File: src/rtl/c_conn_pkg.sv
// c_conn_pkg: shared helpers for the connection-holding stage.
// Holds the watchdog counter-width function and the row-major index
// helpers used to address the num_ports x num_ports request/grant matrices.
package c_conn_pkg;

  // Bits needed to count from 0 up to and including 'cycles'.
  function automatic int conn_cnt_width(input int cycles);
    return $clog2(cycles + 1);
  endfunction

  // Flat row-major index of matrix element (row, col).
  function automatic int conn_idx(input int row, input int col, input int n);
    return row * n + col;
  endfunction

  // Row of a flat row-major index.
  function automatic int conn_row(input int idx, input int n);
    return idx / n;
  endfunction

  // Column of a flat row-major index.
  function automatic int conn_col(input int idx, input int n);
    return idx % n;
  endfunction

endpackage

File: src/rtl/c_conn_wdog.sv
// c_conn_wdog: idle watchdog for one crossbar input.
// Counts cycles in which the input holds a connection but moves no flit.
// When the count reaches wdog_cycles the held row is released and a
// one-cycle error pulse is raised, unless a tail releases it that cycle.
// Only instantiated when C_CONN_WDOG_EN is defined.
module c_conn_wdog
  import c_conn_pkg::*;
#(
  parameter int wdog_cycles = 64
) (
  input  logic clk,
  input  logic reset,
  input  logic active,
  input  logic held,
  input  logic flit_valid,
  input  logic flit_tail,
  output logic expire,
  output logic wdog_err
);

  localparam int cnt_w = conn_cnt_width(wdog_cycles);
  localparam logic [cnt_w-1:0] cnt_max = cnt_w'(wdog_cycles);

  logic [cnt_w-1:0] cnt_reg;
  logic             err_reg;

  // Expiry only counts while the row is actually held; a stale count left
  // over from the release cycle must not fire again.
  assign expire   = held & (cnt_reg == cnt_max);
  assign wdog_err = err_reg;

  // Saturating idle counter plus error pulse; frozen while inactive.
  always_ff @(posedge clk) begin
    if (reset) begin
      cnt_reg <= '0;
      err_reg <= 1'b0;
    end else if (active) begin
      if (flit_valid | ~held)
        cnt_reg <= '0;
      else if (cnt_reg != cnt_max)
        cnt_reg <= cnt_reg + cnt_w'(1);
      err_reg <= expire & ~(flit_valid & flit_tail);
    end
  end

endmodule

File: src/rtl/c_wf_conn_hold.sv
// c_wf_conn_hold: connection-holding stage behind the wavefront allocator.
// Latches each granted input->output connection of a multi-flit packet
// until its tail passes, masks held inputs/outputs out of the request
// matrix fed back to the allocator, and drives per-output crossbar selects.
// Optional feature: define C_CONN_WDOG_EN to build a per-input idle
// watchdog that tears down stalled connections.
module c_wf_conn_hold
  import c_conn_pkg::*;
#(
  parameter int num_ports   = 8,
  parameter int wdog_cycles = 64
) (
  input  logic                           clk,
  input  logic                           reset,
  input  logic                           active,
  input  logic [num_ports*num_ports-1:0] req_in,
  output logic [num_ports*num_ports-1:0] req_out,
  input  logic [num_ports*num_ports-1:0] gnt,
  output logic                           alloc_update,
  input  logic [num_ports-1:0]           flit_valid,
  input  logic [num_ports-1:0]           flit_tail,
  output logic [num_ports*num_ports-1:0] xbar_sel,
  output logic [num_ports-1:0]           in_busy,
  output logic [num_ports-1:0]           out_busy,
  output logic [num_ports-1:0]           wdog_err
);

  localparam int np = num_ports;

  if (num_ports < 2) begin : g_bad_ports
    $error("c_wf_conn_hold: num_ports must be >= 2");
  end
  if (wdog_cycles < 1) begin : g_bad_wdog
    $error("c_wf_conn_hold: wdog_cycles must be >= 1");
  end

  logic [np*np-1:0] conn_reg;
  logic [np*np-1:0] conn_next;
  logic [np-1:0]    col_bits [np];
  logic [np-1:0]    row_release;
  logic [np-1:0]    row_take;
  logic [np-1:0]    expire;

  // The head flit routes through the grant itself; held rows route via conn.
  assign xbar_sel     = conn_reg | gnt;
  assign alloc_update = active & (|gnt);

  genvar gi, gj;
  for (gi = 0; gi < np; gi++) begin : g_row
    for (gj = 0; gj < np; gj++) begin : g_col
      assign req_out[conn_idx(gi, gj, np)] =
        req_in[conn_idx(gi, gj, np)] & ~in_busy[gi] & ~out_busy[gj];
      // Transposed copy so each output's column can be OR-reduced.
      assign col_bits[gj][gi] = conn_reg[conn_idx(gi, gj, np)];
    end

    assign in_busy[gi]  = |conn_reg[gi*np +: np];
    assign out_busy[gi] = |col_bits[gi];

    // A held row drops on its tail or on watchdog expiry. A free row only
    // latches a grant that arrives with a non-tail head flit; grants on a
    // busy row or onto a busy column are ignored for the conn update.
    assign row_release[gi] = (flit_valid[gi] & flit_tail[gi]) | expire[gi];
    assign row_take[gi]    = flit_valid[gi] & ~flit_tail[gi];
    assign conn_next[gi*np +: np] =
      in_busy[gi] ? (row_release[gi] ? {np{1'b0}} : conn_reg[gi*np +: np])
                  : (row_take[gi] ? (gnt[gi*np +: np] & ~out_busy) : {np{1'b0}});
  end

`ifdef C_CONN_WDOG_EN
  for (gi = 0; gi < np; gi++) begin : g_wdog
    c_conn_wdog #(
      .wdog_cycles (wdog_cycles)
    ) u_wdog (
      .clk        (clk),
      .reset      (reset),
      .active     (active),
      .held       (in_busy[gi]),
      .flit_valid (flit_valid[gi]),
      .flit_tail  (flit_tail[gi]),
      .expire     (expire[gi]),
      .wdog_err   (wdog_err[gi])
    );
  end
`else
  assign expire   = '0;
  assign wdog_err = '0;
`endif

  // Connection matrix: cleared by reset, frozen while inactive.
  always_ff @(posedge clk) begin
    if (reset)
      conn_reg <= '0;
    else if (active)
      conn_reg <= conn_next;
  end

endmodule

File: config.mk
export PLATFORM = sky130hd
export DESIGN_NAME = c_wf_conn_hold
export DESIGN_NICKNAME = d
export VERILOG_FILES = /design/src/rtl/c_conn_pkg.sv /design/src/rtl/c_conn_wdog.sv /design/src/rtl/c_wf_conn_hold.sv
export SDC_FILE = /design/constraint.sdc
export NUM_CORES = 1
export LEC_CHECK = 0
export CAP_MARGIN = 0
export CORE_MARGIN = 5
export CORE_UTILIZATION = 37
export DETAILED_ROUTE_END_ITERATION = 8
export GPL_TIMING_DRIVEN = 0
export HOLD_SLACK_MARGIN = 0.05
export PLACE_DENSITY = 0.82
export SLEW_MARGIN = 20
export SYNTH_ARGS = -nofsm -noshare
export SYNTH_HDL_FRONTEND = slang
export SYNTH_SLANG_ARGS = --single-unit
File: constraint.sdc
create_clock -name clk -period 2.15 [get_ports clk]
set_clock_uncertainty 0.15 [all_clocks]
set_input_delay 0.215 -clock clk [delete_from_list [all_inputs] [get_ports clk]]
set_output_delay 0.215 -clock clk [all_outputs]
set_load 0.02 [all_outputs]
Word-level counts from Yosys, hierarchy flattened
Index checks and enable logic that the tools add are counted.
{ "word_totals": {"reg_bits": 64, "input_bits": 147, "output_inout_bits": 153, "wordCells": 244} }
{ "classes": {"eq_ne": 8, "n_mux": 24, "bitwise": 179, "n_reduce_logical": 25} }
{ "ops": {"columns": ["cell", "n"], "rows": [
  ["$mux W8", 24],
  ["$and A1 B1 Y1", 145],
  ["$reduce_or A8 Y1", 16],
  ["$and A8 B8 Y8", 8],
  ["$or A64 B64 Y64", 1],
  ["$reduce_or A64 Y1", 1],
  ["$not A1 Y1", 24],
  ["$ne A2 B1 Y1 const B", 8],
  ["$reduce_and A2 Y1", 8],
  ["$not A8 Y8", 1]
]} }

Logic depth before layout (Yosys ltp)
Gate-level depths: netlist of run 1.
{ "depth": {"depth_word": 5, "ltp_mapped": 6, "depth_no_buf": 4} }

Least setup slack after synthesis of run 1
Ideal clock, no wire load.
{ "synth_timing": {"path_kind": "reg2out", "start": "register conn_reg[6]", "end": "output req_out[0]", "t_arrival_ns": 1.429, "slack_ns": 0.356, "path_stages_with_launch": 5, "path_buffers": 1, "path_cell_list": "dfxtp_1 > or4_4 > nor2_8 > buf_8 > and3_1"} }
{ "synth_between": {"elab_chain_len": 4} }
{ "synth_lines": {"columns": ["element", "line_no", "rtl"], "rows": [
  ["start: declaration", "c_wf_conn_hold.sv:37", "logic [np*np-1:0] conn_reg;"],
  ["start signal: assignment", "c_wf_conn_hold.sv:95", "conn_reg <= conn_next;"],
  ["$reduce_or A8 Y1", "c_wf_conn_hold.sv:57", "assign in_busy[gi] = |conn_reg[gi*np +: np];"],
  ["$not A1 Y1", "c_wf_conn_hold.sv:52", "req_in[conn_idx(gi, gj, np)] & ~in_busy[gi] & ~out_busy[gj];"],
  ["$and A1 B1 Y1 (2 in a row)", "c_wf_conn_hold.sv:52", null],
  ["end: declaration", "c_wf_conn_hold.sv:17", "output logic [num_ports*num_ports-1:0] req_out,"]
]} }
No other way between the ends.

Worst setup path in the final report of run 1
{ "layout_timing": {"start": "register conn_reg[50]", "end": "output req_out[18]"} }
{ "layout_between": {"elab_chain_len": 3} }
{ "layout_lines": {"columns": ["element", "line_no", "rtl"], "rows": [
  ["$reduce_or A8 Y1", "c_wf_conn_hold.sv:58", "assign out_busy[gi] = |col_bits[gi];"],
  ["$not A1 Y1", "c_wf_conn_hold.sv:52", null],
  ["$and A1 B1 Y1", "c_wf_conn_hold.sv:52", null]
]} }
No other way between the ends.

==> out/qor.txt, run 1 <==
# H-tree levels = 3
area of the mapped netlist = 0.00457 mm^2
Clock power frac = 20.1%
register area share after synthesis = 28.0%
Leakage = 4.19 nW
PortBufs = 290
Worst path max stage delay = 580 ps
DRC Markers = 0
Initial DRC Count = 824
required time worst endpoint = 1780 ps
antenna violations before repair = 1
share of power burned in registers = 19.2%
final worst path period share = 105%
path type of the worst min-delay path = in2reg
Peak VDD IR = 0.532 mV
initial core utilization = 37.9%
nets@finish = 1062
largest fanout on the critical path = 4
Inserted Clock Buffers = 9
routing usage on met3 = 9.37%
die area = 0.0147 mm^2
most common flop cell mapped by yosys = dfxtp_1
Rel. slew slack = 59.0%
Pwr Total = 6.85 mW
Switching Fraction = 38.9%
commonest non-fill, non-tap cells in the layout = clkdlybuf4s50_1 (171), buf_6 (72), or2_2 (64)
CTS Root Cell = clkbuf_16
core box area = 0.0121 mm^2
status = finished with violations
RSZ-0062 raised after global routing = true
Internal = 4.19 mW
WS Path Type = reg2out
Routed Antenna Nets = 0
GRT Overall Usage = 35.1%
layout cells sized above 1 = 43.9%
Max-Cap Viols = 0
Chip Width = 121 um
DR vias/cell = 5.92
max reg flops = 64
Worst setup EP type = primary output
clk sinks = 64
Hold Fails Final Rpt = 0
Fin Setup TNS = -2750 ps
post-synth top area share = 28.0%
Yosys cell types = 38
post-synthesis register bit count = 64
critical path arrival = 1900 ps
DP Area = 0.00771 mm^2
Post-Layout Inst Area = 0.00933 mm^2
TritonCTS clock tree = yes
fin util = 77.4%
PnR worst setup slack = -118 ps
synth-to-layout area growth = 104%
Die H = 121 um
Min Clock Period, post-route = 2270 ps
gate count of the mapped netlist = 562
number of detailed-route iterations in the first pass = 6
largest net degree at the start of global routing = 11
Worst-Margin Slew = 615 ps
fmax = 0.441 GHz
Post-synth EDFFs = 0
io pins = 300
Post-Layout Cell Count = 1088
failing checks = setup timing
met1 global-route usage = 45.9%
Synth area leader = dfxtp_1
Placed Cells = 1027
Setup violations, final = 48
commonest non-fill, non-tap cell in the layout = clkdlybuf4s50_1
WL final = 27800 um
Detailed Place HPWL = 19600 um
crit-path cells = or4_4, nor2_8, clkbuf_16, and3_4, buf_6
CP Launch Type = flip-flop
clk_lat worst skew = 340 ps
Final Max Slew Viols = 0
Mapped Avg Cell Area = 8.13 um^2
grt ovf = 0
synth top area cells = dfxtp_1 (28%), and3_1 (10%), mux2i_1 (10%)
Comb pwr share = 60.7%
P_sw = 2.66 mW
pwr dens = 734 mW/mm^2
clock buffer depth = 2
Placer Congestion = 0.990
WL/cell = 25.5 um
yosys warns = 0
vias = 6440
row cnt = 40
GR peak layer = met2
# hold bufs at CTS = 0
Async SR Flop Fraction = 0%
vias in the first global route = 6183
met2 usage = 55.7%
first-pass GRT wire length = 38900 um
Reg clk slew, reported paths = 50 ps
CP max stage cell = or4_4
path summary, 6_finish.rpt:
kind                      from           end  slack (ps)  cells past startpoint
hold reg to reg   conn_reg[18]  conn_reg[18]         340                      2
setup reg to reg  conn_reg[50]  conn_reg[26]          20                      8
hold / removal         gnt[50]  conn_reg[50]          60                      3
setup / recovery  conn_reg[50]   req_out[18]        -120                      5
power groups by stage:
stage | Sequential (mW) | Combinational [mW] | Clock, mW
detailed placement | 1.32 | 3.14 | 0
floorplan | 1.29 | 1.62 | 0
CTS | 1.30 | 3.69 | 1.36
finish | 1.32 | 4.15 | 1.38
global placement | 1.31 | 3.13 | 0
global route | 1.32 | 4.27 | 1.41
cells in the mapped netlist, types with 5 or more instances:
cell type  number
buf_2          22
nor2_1         10
and2_1         20
inv_1           6
buf_6           5
a21boi_0        7
buf_4          14
nand3_1         7
nand2_1        46
nand4_1        50
o32ai_1         6
mux2i_1        46
and3_1         74
or4_4           7
dfxtp_1        64
inv_2          17
clkbuf_1       10
o21a_1          6
nor4_1         40
a41oi_1        10
and4b_1         6
or2_2          64
area by class of cell:
class | instances | area [um^2]
fill | 836 | 2730
clock inverter | 3 | 17.5
multi-input combinational | 425 | 3520
antenna | 1 | 2.50
sequential | 64 | 1350
inverter | 24 | 91.3
timing repair buffer | 338 | 3450
clock buffer | 12 | 256
buffer | 53 | 434
tap | 168 | 210
timing repair:
item,in CTS,in global routing
setup buffers,29,12
pin swaps,49,62
endpoints found under the hold margin,0,0
gates cloned,5,2
setup endpoints to repair,82,79
gates resized for setup,530,146
metrics by stage:
| step | setup slack (ps) | hold WS (ps) |
|---|---|---|
| floorplan | 356 | 191 |
| global placement | -783 | 324 |
| detailed placement | -733 | 337 |
| CTS | -95.9 | 169 |
| global route | -133 | 88.1 |
| finish | -118 | 63.7 |
worst max-delay path: cells and delay by family (launching register included):
kind | cells | cell delay (ps)
AND/OR/NAND/NOR | 3 | 930
buffers and inverters | 2 | 280
flip-flops | 1 | 360
routing by layer:
layer | vias to the layer above | wire length (um)
met2 | 499 | 12900
met3 | 93 | 3210
li1 | 2753 | -
met1 | 3095 | 10600
met4 | 0 | 1060
met5 | - | 0
kinds of logic after synthesis:
| logic type | synth area share [%] |
|---|---|
| AOI/OAI and AO/OA | 7.09 |
| other | 0.0821 |
| buffers and inverters | 9.58 |
| muxes | 10.1 |
| and+or+nand+nor | 45.1 |
| DFF | 28.0 |
No activity file was read; power rests on OpenSTA's default activity.
==> run 2: changes to the inputs <==
Settings changed: GPL_TIMING_DRIVEN 0 to default.
==> out/qor.txt, run 2 (synthesis results as in run 1) <==
max reg flops = 64
Pwr Total = 7.25 mW
antenna violations before repair = 1
fmax = 0.434 GHz
Post-Layout Inst Area = 0.0102 mm^2
Leakage = 4.76 nW
critical path arrival = 1940 ps
Peak VDD IR = 0.487 mV
synth-to-layout area growth = 124%
WS Path Type = reg2out
DRC Markers = 0
Detailed Place HPWL = 20300 um
largest net degree at the start of global routing = 44
Chip Width = 121 um
die area = 0.0147 mm^2
Reg clk slew, reported paths = 60 ps
# hold bufs at CTS = 0
path type of the worst min-delay path = in2reg
Die H = 121 um
core box area = 0.0121 mm^2
vias in the first global route = 6783
WL/cell = 24.6 um
clk sinks = 64
Placer Congestion = 0.995
row cnt = 40
clk_lat worst skew = 340 ps
io pins = 300
GRT Overall Usage = 35.8%
Setup violations, final = 37
Initial DRC Count = 877
Min Clock Period, post-route = 2300 ps
PortBufs = 291
failing checks = setup timing
commonest non-fill, non-tap cell in the layout = buf_4
DR vias/cell = 5.87
Routed Antenna Nets = 0
commonest non-fill, non-tap cells in the layout = buf_4 (190), clkdlybuf4s50_1 (177), buf_6 (67)
clock buffer depth = 2
WL final = 29500 um
number of detailed-route iterations in the first pass = 6
fillcell total = 654
grt ovf = 0
required time worst endpoint = 1780 ps
initial core utilization = 37.9%
status = finished with violations
Hold Fails Final Rpt = 0
hold_ws = 66.6 ps
first-pass GRT wire length = 40400 um
Inserted Clock Buffers = 9
PnR worst setup slack = -154 ps
RSZ-0062 raised after global routing = true
Max-Cap Viols = 0
DP Area = 0.00872 mm^2
largest fanout on the critical path = 4
# H-tree levels = 3
nets@finish = 1170
CP Launch Type = flip-flop
CTS Root Cell = clkbuf_16
final worst path period share = 107%
Final Max Slew Viols = 0
pwr dens = 710 mW/mm^2
vias = 7020
fin util = 84.7%
Worst setup EP type = primary output
layout cells sized above 1 = 50.9%
TritonCTS clock tree = yes
[run 2: changes by cell type in the layout (fill, tap and decap cells not counted), sizes merged, moves of 2 or more]
cell and change:
buf +120, clkbuf -12, dlygate4sd2 -8, clkdlybuf4s50 +6
bufinv +2, clkinv -2, clkinvlp +2, dlymetal6s2s -2
[run 2: critical path, cell delays in order, from the launching register on]
cell	delay, ps
dfxtp_2	340
or4_4	590
nor2_8	190
buf_12	130
buf_6	80
and3_4	160
buf_6	110
[run 2: final timing paths]
check,from,endpoint,slack [ps],cells after the start
max,conn_reg[1],req_out[49],-150,6
min,gnt[34],conn_reg[34],70,3
max reg2reg,conn_reg[17],conn_reg[17],10,7
min reg2reg,conn_reg[40],conn_reg[40],360,2
[run 2: what timing repair did]
action | in CTS | in global routing
pin swaps | 38 | 61
setup endpoints to repair | 81 | 82
gates resized for setup | 460 | 185
hold endpoints to repair | 0 | 0
buffers inserted | 25 | 20
gates cloned | 1 | 2
[run 2: metal layers]
metal  track usage [%]  share of wire (%)
met5                 0                  0
met4              13.3                4.8
met3              9.93                 11
met2              59.3                 47
met1              44.3                 37
[run 2: where the power goes]
group	internal [mW]	total (mW)	switching, mW
registers	1.23	1.30	0.0748
logic	2.29	4.36	2.07
clock network	1.01	1.59	0.583
total	4.53	7.25	2.72
[run 2: layout make-up]
| type | instances | area [um^2] | area share, % |
|---|---|---|---|
| flip-flops and latches | 64 | 1340 | 13.1 |
| diodes | 1 | 2.50 | 0.0245 |
| inverters | 24 | 91.3 | 0.894 |
| clock inverters | 5 | 82.6 | 0.808 |
| well taps | 168 | 210 | 2.06 |
| clock buffers | 10 | 229 | 2.24 |
| multi-input cells | 426 | 3530 | 34.5 |
| repair buffers | 498 | 4730 | 46.3 |
[run 2: through the flow]
stage               std cells  worst slack [ps]  setup TNS [ps]
floorplan                 569               356               0
global placement         1135              -676          -13690
detailed placement       1135              -597          -14330
CTS                      1176              -135           -1730
global route             1196              -189           -4150
finish                   1196              -154           -2560
==> run 3: changes to the inputs <==
Settings changed: ABC_CLOCK_PERIOD_IN_PS from default to 2150.
==> results of run 3 <==
Same layout as run 2: the final DEF is identical, and so are final timing and power.
